[src/rtl/m_cache_ctrl_if.sv]
// CPU, cache-array and memory signals between the cache controller and its neighbours.
// The controller takes the slave modport; the environment drives the master side.
`ifndef EADDR_WIDTH
`define EADDR_WIDTH 32
`endif

interface m_cache_ctrl_if #(
  parameter int unsigned ADDR_W = `EADDR_WIDTH,
  parameter int unsigned CNT_W  = 32
);
  logic              i_rd;
  logic              i_wr;
  logic [ADDR_W-1:0] i_addr;
  logic [31:0]       i_wdata;
  logic              o_ready;
  logic              o_rvalid;
  logic [31:0]       o_rdata;
  logic              o_wdone;
  logic [ADDR_W-1:0] o_c_raddr;
  logic [ADDR_W-1:0] o_c_waddr;
  logic              o_c_we;
  logic [31:0]       o_c_data;
  logic              o_c_bwe;
  logic [127:0]      o_c_bdata;
  logic [127:0]      i_c_data;
  logic              i_c_hit;
  logic [1:0]        i_c_bindex;
  logic              o_mem_req;
  logic              o_mem_we;
  logic [ADDR_W-1:0] o_mem_addr;
  logic [31:0]       o_mem_wdata;
  logic              i_mem_gnt;
  logic              i_mem_rvalid;
  logic [31:0]       i_mem_rdata;
  logic [CNT_W-1:0]  o_hit_cnt;
  logic [CNT_W-1:0]  o_miss_cnt;

  modport master (
    output i_rd, i_wr, i_addr, i_wdata, i_c_data, i_c_hit, i_c_bindex,
           i_mem_gnt, i_mem_rvalid, i_mem_rdata,
    input  o_ready, o_rvalid, o_rdata, o_wdone, o_c_raddr, o_c_waddr, o_c_we,
           o_c_data, o_c_bwe, o_c_bdata, o_mem_req, o_mem_we, o_mem_addr,
           o_mem_wdata, o_hit_cnt, o_miss_cnt
  );

  modport slave (
    input  i_rd, i_wr, i_addr, i_wdata, i_c_data, i_c_hit, i_c_bindex,
           i_mem_gnt, i_mem_rvalid, i_mem_rdata,
    output o_ready, o_rvalid, o_rdata, o_wdone, o_c_raddr, o_c_waddr, o_c_we,
           o_c_data, o_c_bwe, o_c_bdata, o_mem_req, o_mem_we, o_mem_addr,
           o_mem_wdata, o_hit_cnt, o_miss_cnt
  );
endinterface

[src/rtl/m_cache_ctrl.sv]
// Blocking cache controller: read lookup with 4-beat line fill on miss,
// write-through no-allocate writes, hit/miss statistics counters.
`ifndef EADDR_WIDTH
`define EADDR_WIDTH 32
`endif

module m_cache_ctrl #(
  parameter int unsigned ADDR_W = `EADDR_WIDTH,
  parameter int unsigned CNT_W  = 32
) (
  input  logic          i_clk,
  input  logic          i_rst_n,
  m_cache_ctrl_if.slave bus
);

  localparam int unsigned WORD_W = 32;
  localparam int unsigned BEAT_W = 2;

  typedef enum logic [2:0] {
    S_IDLE,
    S_LOOKUP,
    S_FILL_CMD,
    S_FILL_DATA,
    S_INSTALL,
    S_WRITE
  } state_e;

  state_e                       state_q, state_d;
  logic [ADDR_W-1:0]            addr_q, addr_d;
  logic [WORD_W-1:0]            wdata_q, wdata_d;
  logic [BEAT_W-1:0]            beat_q, beat_d;
  logic [3:0][WORD_W-1:0]       lbuf_q, lbuf_d;
  logic [CNT_W-1:0]             hit_cnt_q, hit_cnt_d;
  logic [CNT_W-1:0]             miss_cnt_q, miss_cnt_d;
  logic [ADDR_W-1:0]            line_addr;

  assign line_addr      = {addr_q[ADDR_W-1:4], 4'b0000};
  assign bus.o_hit_cnt  = hit_cnt_q;
  assign bus.o_miss_cnt = miss_cnt_q;

  always_ff @(posedge i_clk) begin
    if (!i_rst_n) begin
      state_q    <= S_IDLE;
      addr_q     <= '0;
      wdata_q    <= '0;
      beat_q     <= '0;
      lbuf_q     <= '0;
      hit_cnt_q  <= '0;
      miss_cnt_q <= '0;
    end else begin
      state_q    <= state_d;
      addr_q     <= addr_d;
      wdata_q    <= wdata_d;
      beat_q     <= beat_d;
      lbuf_q     <= lbuf_d;
      hit_cnt_q  <= hit_cnt_d;
      miss_cnt_q <= miss_cnt_d;
    end
  end

  // Next-state and strobe generation; anything not driven by the current state stays 0.
  always_comb begin
    state_d         = state_q;
    addr_d          = addr_q;
    wdata_d         = wdata_q;
    beat_d          = beat_q;
    lbuf_d          = lbuf_q;
    hit_cnt_d       = hit_cnt_q;
    miss_cnt_d      = miss_cnt_q;
    bus.o_ready     = 1'b0;
    bus.o_rvalid    = 1'b0;
    bus.o_rdata     = '0;
    bus.o_wdone     = 1'b0;
    bus.o_c_raddr   = addr_q;
    bus.o_c_waddr   = '0;
    bus.o_c_we      = 1'b0;
    bus.o_c_data    = '0;
    bus.o_c_bwe     = 1'b0;
    bus.o_c_bdata   = '0;
    bus.o_mem_req   = 1'b0;
    bus.o_mem_we    = 1'b0;
    bus.o_mem_addr  = '0;
    bus.o_mem_wdata = '0;

    unique case (state_q)
      S_IDLE: begin
        bus.o_ready   = 1'b1;
        bus.o_c_raddr = bus.i_addr;
        if (bus.i_wr) begin
          // Write-through: the array only takes the word if the line is resident.
          addr_d        = bus.i_addr;
          wdata_d       = bus.i_wdata;
          bus.o_c_we    = 1'b1;
          bus.o_c_waddr = bus.i_addr;
          bus.o_c_data  = bus.i_wdata;
          state_d       = S_WRITE;
        end else if (bus.i_rd) begin
          addr_d  = bus.i_addr;
          wdata_d = bus.i_wdata;
          state_d = S_LOOKUP;
        end
      end

      S_LOOKUP: begin
        if (bus.i_c_hit) begin
          bus.o_rvalid = 1'b1;
          bus.o_rdata  = WORD_W'(bus.i_c_data >> {bus.i_c_bindex, 5'd0});
          hit_cnt_d    = hit_cnt_q + CNT_W'(1);
          state_d      = S_IDLE;
        end else begin
          miss_cnt_d = miss_cnt_q + CNT_W'(1);
          state_d    = S_FILL_CMD;
        end
      end

      S_FILL_CMD: begin
        bus.o_mem_req  = 1'b1;
        bus.o_mem_addr = line_addr;
        if (bus.i_mem_gnt) begin
          beat_d  = '0;
          state_d = S_FILL_DATA;
        end
      end

      S_FILL_DATA: begin
        if (bus.i_mem_rvalid) begin
          lbuf_d[beat_q] = bus.i_mem_rdata;
          beat_d         = beat_q + BEAT_W'(1);
          if (beat_q == BEAT_W'(3)) begin
            state_d = S_INSTALL;
          end
        end
      end

      S_INSTALL: begin
        bus.o_c_bwe   = 1'b1;
        bus.o_c_waddr = line_addr;
        bus.o_c_bdata = lbuf_q;
        bus.o_rvalid  = 1'b1;
        bus.o_rdata   = lbuf_q[addr_q[3:2]];
        state_d       = S_IDLE;
      end

      S_WRITE: begin
        bus.o_mem_req   = 1'b1;
        bus.o_mem_we    = 1'b1;
        bus.o_mem_addr  = addr_q;
        bus.o_mem_wdata = wdata_q;
        if (bus.i_mem_gnt) begin
          bus.o_wdone = 1'b1;
          state_d     = S_IDLE;
        end
      end

      default: state_d = S_IDLE;
    endcase
  end

endmodule

[src/flat_wrapper.sv]
// flat-port wrapper written by rule: the top's interface ports become plain ports
module m_cache_ctrl_flat 
#(
  parameter int unsigned ADDR_W = `EADDR_WIDTH,
  parameter int unsigned CNT_W  = 32
)
  (i_clk, i_rst_n, bus_i_rd, bus_i_wr, bus_i_addr, bus_i_wdata, bus_i_c_data, bus_i_c_hit, bus_i_c_bindex, bus_i_mem_gnt, bus_i_mem_rvalid, bus_i_mem_rdata, bus_o_ready, bus_o_rvalid, bus_o_rdata, bus_o_wdone, bus_o_c_raddr, bus_o_c_waddr, bus_o_c_we, bus_o_c_data, bus_o_c_bwe, bus_o_c_bdata, bus_o_mem_req, bus_o_mem_we, bus_o_mem_addr, bus_o_mem_wdata, bus_o_hit_cnt, bus_o_miss_cnt);
  m_cache_ctrl_if #(.ADDR_W(ADDR_W), .CNT_W(CNT_W)) bus_i ();
  input  logic i_clk;
  input  logic i_rst_n;
  input wire logic [$bits(bus_i.i_rd)-1:0] bus_i_rd;
  input wire logic [$bits(bus_i.i_wr)-1:0] bus_i_wr;
  input wire logic [$bits(bus_i.i_addr)-1:0] bus_i_addr;
  input wire logic [$bits(bus_i.i_wdata)-1:0] bus_i_wdata;
  input wire logic [$bits(bus_i.i_c_data)-1:0] bus_i_c_data;
  input wire logic [$bits(bus_i.i_c_hit)-1:0] bus_i_c_hit;
  input wire logic [$bits(bus_i.i_c_bindex)-1:0] bus_i_c_bindex;
  input wire logic [$bits(bus_i.i_mem_gnt)-1:0] bus_i_mem_gnt;
  input wire logic [$bits(bus_i.i_mem_rvalid)-1:0] bus_i_mem_rvalid;
  input wire logic [$bits(bus_i.i_mem_rdata)-1:0] bus_i_mem_rdata;
  output wire logic [$bits(bus_i.o_ready)-1:0] bus_o_ready;
  output wire logic [$bits(bus_i.o_rvalid)-1:0] bus_o_rvalid;
  output wire logic [$bits(bus_i.o_rdata)-1:0] bus_o_rdata;
  output wire logic [$bits(bus_i.o_wdone)-1:0] bus_o_wdone;
  output wire logic [$bits(bus_i.o_c_raddr)-1:0] bus_o_c_raddr;
  output wire logic [$bits(bus_i.o_c_waddr)-1:0] bus_o_c_waddr;
  output wire logic [$bits(bus_i.o_c_we)-1:0] bus_o_c_we;
  output wire logic [$bits(bus_i.o_c_data)-1:0] bus_o_c_data;
  output wire logic [$bits(bus_i.o_c_bwe)-1:0] bus_o_c_bwe;
  output wire logic [$bits(bus_i.o_c_bdata)-1:0] bus_o_c_bdata;
  output wire logic [$bits(bus_i.o_mem_req)-1:0] bus_o_mem_req;
  output wire logic [$bits(bus_i.o_mem_we)-1:0] bus_o_mem_we;
  output wire logic [$bits(bus_i.o_mem_addr)-1:0] bus_o_mem_addr;
  output wire logic [$bits(bus_i.o_mem_wdata)-1:0] bus_o_mem_wdata;
  output wire logic [$bits(bus_i.o_hit_cnt)-1:0] bus_o_hit_cnt;
  output wire logic [$bits(bus_i.o_miss_cnt)-1:0] bus_o_miss_cnt;
  assign bus_i.i_rd = bus_i_rd;
  assign bus_i.i_wr = bus_i_wr;
  assign bus_i.i_addr = bus_i_addr;
  assign bus_i.i_wdata = bus_i_wdata;
  assign bus_i.i_c_data = bus_i_c_data;
  assign bus_i.i_c_hit = bus_i_c_hit;
  assign bus_i.i_c_bindex = bus_i_c_bindex;
  assign bus_i.i_mem_gnt = bus_i_mem_gnt;
  assign bus_i.i_mem_rvalid = bus_i_mem_rvalid;
  assign bus_i.i_mem_rdata = bus_i_mem_rdata;
  assign bus_o_ready = bus_i.o_ready;
  assign bus_o_rvalid = bus_i.o_rvalid;
  assign bus_o_rdata = bus_i.o_rdata;
  assign bus_o_wdone = bus_i.o_wdone;
  assign bus_o_c_raddr = bus_i.o_c_raddr;
  assign bus_o_c_waddr = bus_i.o_c_waddr;
  assign bus_o_c_we = bus_i.o_c_we;
  assign bus_o_c_data = bus_i.o_c_data;
  assign bus_o_c_bwe = bus_i.o_c_bwe;
  assign bus_o_c_bdata = bus_i.o_c_bdata;
  assign bus_o_mem_req = bus_i.o_mem_req;
  assign bus_o_mem_we = bus_i.o_mem_we;
  assign bus_o_mem_addr = bus_i.o_mem_addr;
  assign bus_o_mem_wdata = bus_i.o_mem_wdata;
  assign bus_o_hit_cnt = bus_i.o_hit_cnt;
  assign bus_o_miss_cnt = bus_i.o_miss_cnt;
  m_cache_ctrl #(.ADDR_W(ADDR_W), .CNT_W(CNT_W)) u_core (.i_clk(i_clk), .i_rst_n(i_rst_n), .bus(bus_i));
endmodule
[config.mk]
export PLATFORM = sky130hd
export DESIGN_NAME = m_cache_ctrl_flat
export DESIGN_NICKNAME = d
export VERILOG_FILES = /design/src/rtl/m_cache_ctrl_if.sv /design/src/rtl/m_cache_ctrl.sv /design/src/flat_wrapper.sv
export SDC_FILE = /design/constraint.sdc
export NUM_CORES = 1
export LEC_CHECK = 0
export CAP_MARGIN = 20
export CELL_PAD_IN_SITES_DETAIL_PLACEMENT = 1
export CELL_PAD_IN_SITES_GLOBAL_PLACEMENT = 1
export CORE_AREA = 8 8 239 241
export CTS_BUF_LIST = sky130_fd_sc_hd__clkbuf_8
export DETAILED_ROUTE_END_ITERATION = 10
export DIE_AREA = 0 0 247 249
export PLACE_DENSITY = 0.75
export SETUP_SLACK_MARGIN = 0.02
export SLEW_MARGIN = 20
export SYNTH_ARGS = -nofsm -noshare
export SYNTH_HDL_FRONTEND = slang
export SYNTH_SLANG_ARGS = --single-unit
[constraint.sdc]
create_clock -name i_clk -period 3.1 [get_ports i_clk]
set_clock_uncertainty 0.05 [all_clocks]
set_input_delay 0.62 -clock i_clk [delete_from_list [all_inputs] [get_ports i_clk]]
set_output_delay 0.62 -clock i_clk [all_outputs]
set_load 0.005 [all_outputs]
==> results.toml <==
[sta]
worst_slew_pin_slew_ns = 0.626
whs_ns = 0.402
min_period_ns = 3.00
drv_slew = 0
slew_headroom_pct = 57.9
setup_viol = 0
post-route-period-util_pct = 96.7
setup_tns_ns = 0
fmax_ghz = 0.334
rsz0062_at_grt = "yes"
hold_viol = 0

[cts]
clk_latency_ns = 0.59
hold_buffers = 0
cts_sinks = 261
htree_levels = 2
cts_tree = "yes"
root_buffer = "clkbuf_8"
cts_buffers = 48
cts_max_path_buffers = 3
clkTransAtPathRegs_ns = 0.06

[floorplan]
die_y_um = 249
rows = 85
die_w_um = 247
ioPinCount = 624
die_area_um2 = 61500
start_util_pct = 26.4
core_um2 = 53300

[drt]
dr.pass1.iters = 5
wirelength_um = 78900
drt_iter0_drc = 1041
final_antenna_net_count = 0
via_per_inst = 5.31
avgRoutedWirePerCell_um = 25.5
vias = 16400
drt_drc_violations_left = 0

[yosys]
synthAdderAreaFrac_pct = 0.533
yosysWarnings = 0
synthesis.area_um2 = 14100
yosys.area_share.simple_pct = 28.8
synthMuxAreaShare_pct = 13.4
synth_cell_types = 48
synth_compound_area_share_pct = 14.3
synth-seq-cells = 261
synth_area_per_cell_um2 = 8.18
synth_edf_count = 0
synth_top_family_by_area = "simple AND/OR/NAND/NOR gates"
synthXorXnorAreaFrac_pct = 1.12
ys.flop_type = "dfxtp_1"
async_reset_ff_share_pct = 0
synthCells = 1722
synth_nets = 1961
synth-seq-area-share_pct = 37.1

[cells_and_area]
nets = 2599
syn_to_final_growth_pct = 65.7
drive_gt1_share_pct = 14.6

[run_status]
run_status = "finished, final reports clean"

[power_and_ir_drop]
vdd_drop_max_uv = 251
total_leakage_power_nw = 9.50
power.density_nw_per_um2 = 404

[worst_setup_path]
worstPathArrival_ns = 2.33
start_kind = "flip-flop"
critPathKind = "reg2out"
crit_fanout = 5
cp-end-kind = "output port"
crit_required_ns = 2.43

[min_path]
hold_path_class = "reg2reg"

[placed_design]
gp_congestion = 0.894
numPortBuffers = 623
dpl.hpwl_um = 54000

[global_route]
first_global_vias = 17500
grt_pass1_wl_um = 115000
grtUsageTotal_pct = 24.2
grt_max_degree = 82
antenna_found_initial = 5
grt_overflow = 0

[run]
cap_viol_max_count = 0
report_power, final:
group	leakage [nW]	internal, W	switching [W]
clock	0.551	0.00190	0.00155
sequential	2.12	0.00345	0.0000872
combinational	6.83	0.00128	0.00116
metal layers:
metal | up-vias | global-route usage (%) | part of all wire, %
met3 | 128 | 6.38 | 7.2
met1 | 8315 | 28.3 | 40
met5 | - | 0 | 0.016
li1 | 7402 | - | -
met4 | 2 | 7.79 | 2.9
met2 | 588 | 42.4 | 50
state kept, by name, summed over array words and instances, names as in the netlist:
name,flops
u_core.lbuf_q,128
u_core.addr_q,32
u_core.bus.o_hit_cnt,32
u_core.bus.o_miss_cnt,32
u_core.wdata_q,32
u_core.state_q,3
u_core.beat_q,2
cell usage in the layout (no fill, tap or decap), drive strengths merged, types with 23 or more instances in the layout:
master         instances
mux4                  64
nand3                 24
a21oi                233
inv                   26
o31ai                 25
dfxtp                261
and2                  46
buf                  126
clkdlybuf4s50        472
nor2                  23
nand2                424
dlymetal6s2s          27
mux2                  32
and3                 168
clkbuf                83
a22o                  60
nor2b                 28
or4                   29
dlygate4sd2           88
cell type report:
type | instances | area (um2)
clock inverters | 23 | 155
multi-input cells | 1285 | 8280
inverters | 14 | 60.1
flip-flops and latches | 261 | 5240
clock buffers | 60 | 826
diodes | 4 | 10.0
repair buffers | 750 | 7890
well taps | 696 | 871
fillers | 6123 | 29900
kinds of logic (layout without fill, tap and decap cells):
logic type / count (synthesis) / in the layout
XOR/XNOR: 18 / 18
AO/OA/AOI/OAI: 338 / 338
AND/OR/NAND/NOR: 818 / 818
adder cells (fa/ha/maj): 6 / 6
other: 0 / 4
flip-flops: 261 / 261
multiplexers: 105 / 105
buffers and inverters: 176 / 847
critical path: stages (launching register included):
cell	delay (ns)
dfxtp_4	0.42
buf_16	0.17
buf_12	0.13
mux4_2	0.53
a22o_1	0.21
dlygate4sd2_1	0.27
synth_stat cells, types with 5 or more instances:
cell type    n  area share [%]
and4_1       5            0.31
o31ai_1     25             1.3
xnor2_1     12            0.75
nand2b_1     8            0.36
a22o_1      60             3.7
dfxtp_1    261              37
and3_1     168             7.5
mux4_2      64              10
mux2_2      32             2.6
clkbuf_1   144             3.8
nor2_1      23            0.61
inv_1       13            0.35
nand3_1     24            0.85
nand2_1    424              11
xor2_1       6            0.37
nor2b_1     28             1.2
and2_1      46             2.0
o21ai_0      9            0.32
buf_1       14            0.37
mux2i_1      9            0.64
a21oi_1    233             8.3
or3_1       12            0.53
nand4_1     18            0.80
nor3_1       8            0.28
ha_1         6            0.53
or4_1       28             1.5
nor4_1      13            0.58
metrics by stage:
step                      worst slack, ns  cells  total power, W  area (um2)  util [%]
final                               0.103   3093         0.00944       23300      43.8
after detailed placement           -0.200   2935         0.00563       21300      40.0
after CTS                          -0.163   3069         0.00945       23100      43.3
after floorplan                     0.250   1722         0.00443       14100         -
after global routing              -0.0127   3091         0.00985       23300      43.8
after global placement             -0.176   2935         0.00558       21300      40.0
path summary, 6_finish.rpt:
kind / startpoint / endpoint / slack (ns) / depth (start not counted)
hold reg to reg: u_core.wdata_q[29]$_SDFFE_PN0P_ / u_core.wdata_q[29]$_SDFFE_PN0P_ / 0.40 / 2
setup reg to reg: u_core.state_q[0]$_SDFFE_PN0P_ / u_core.bus.o_miss_cnt[26]$_SDFFE_PN0P_ / 0.37 / 7
hold / removal: u_core.wdata_q[29]$_SDFFE_PN0P_ / u_core.wdata_q[29]$_SDFFE_PN0P_ / 0.40 / 2
setup / recovery: u_core.addr_q[2]$_SDFFE_PN0P_ / bus_o_rdata[12] / 0.10 / 5
repair_timing:
| action | in CTS | in global routing |
|---|---|---|
| hold endpoints to repair | 0 | 0 |
| pin swaps | 4 | 8 |
| gates resized for setup | 186 | 90 |
| endpoints found under the setup margin | 325 | 103 |
| setup buffers | 35 | 18 |
| gates cloned | 16 | 3 |
Power figures use the tool's default switching activity.
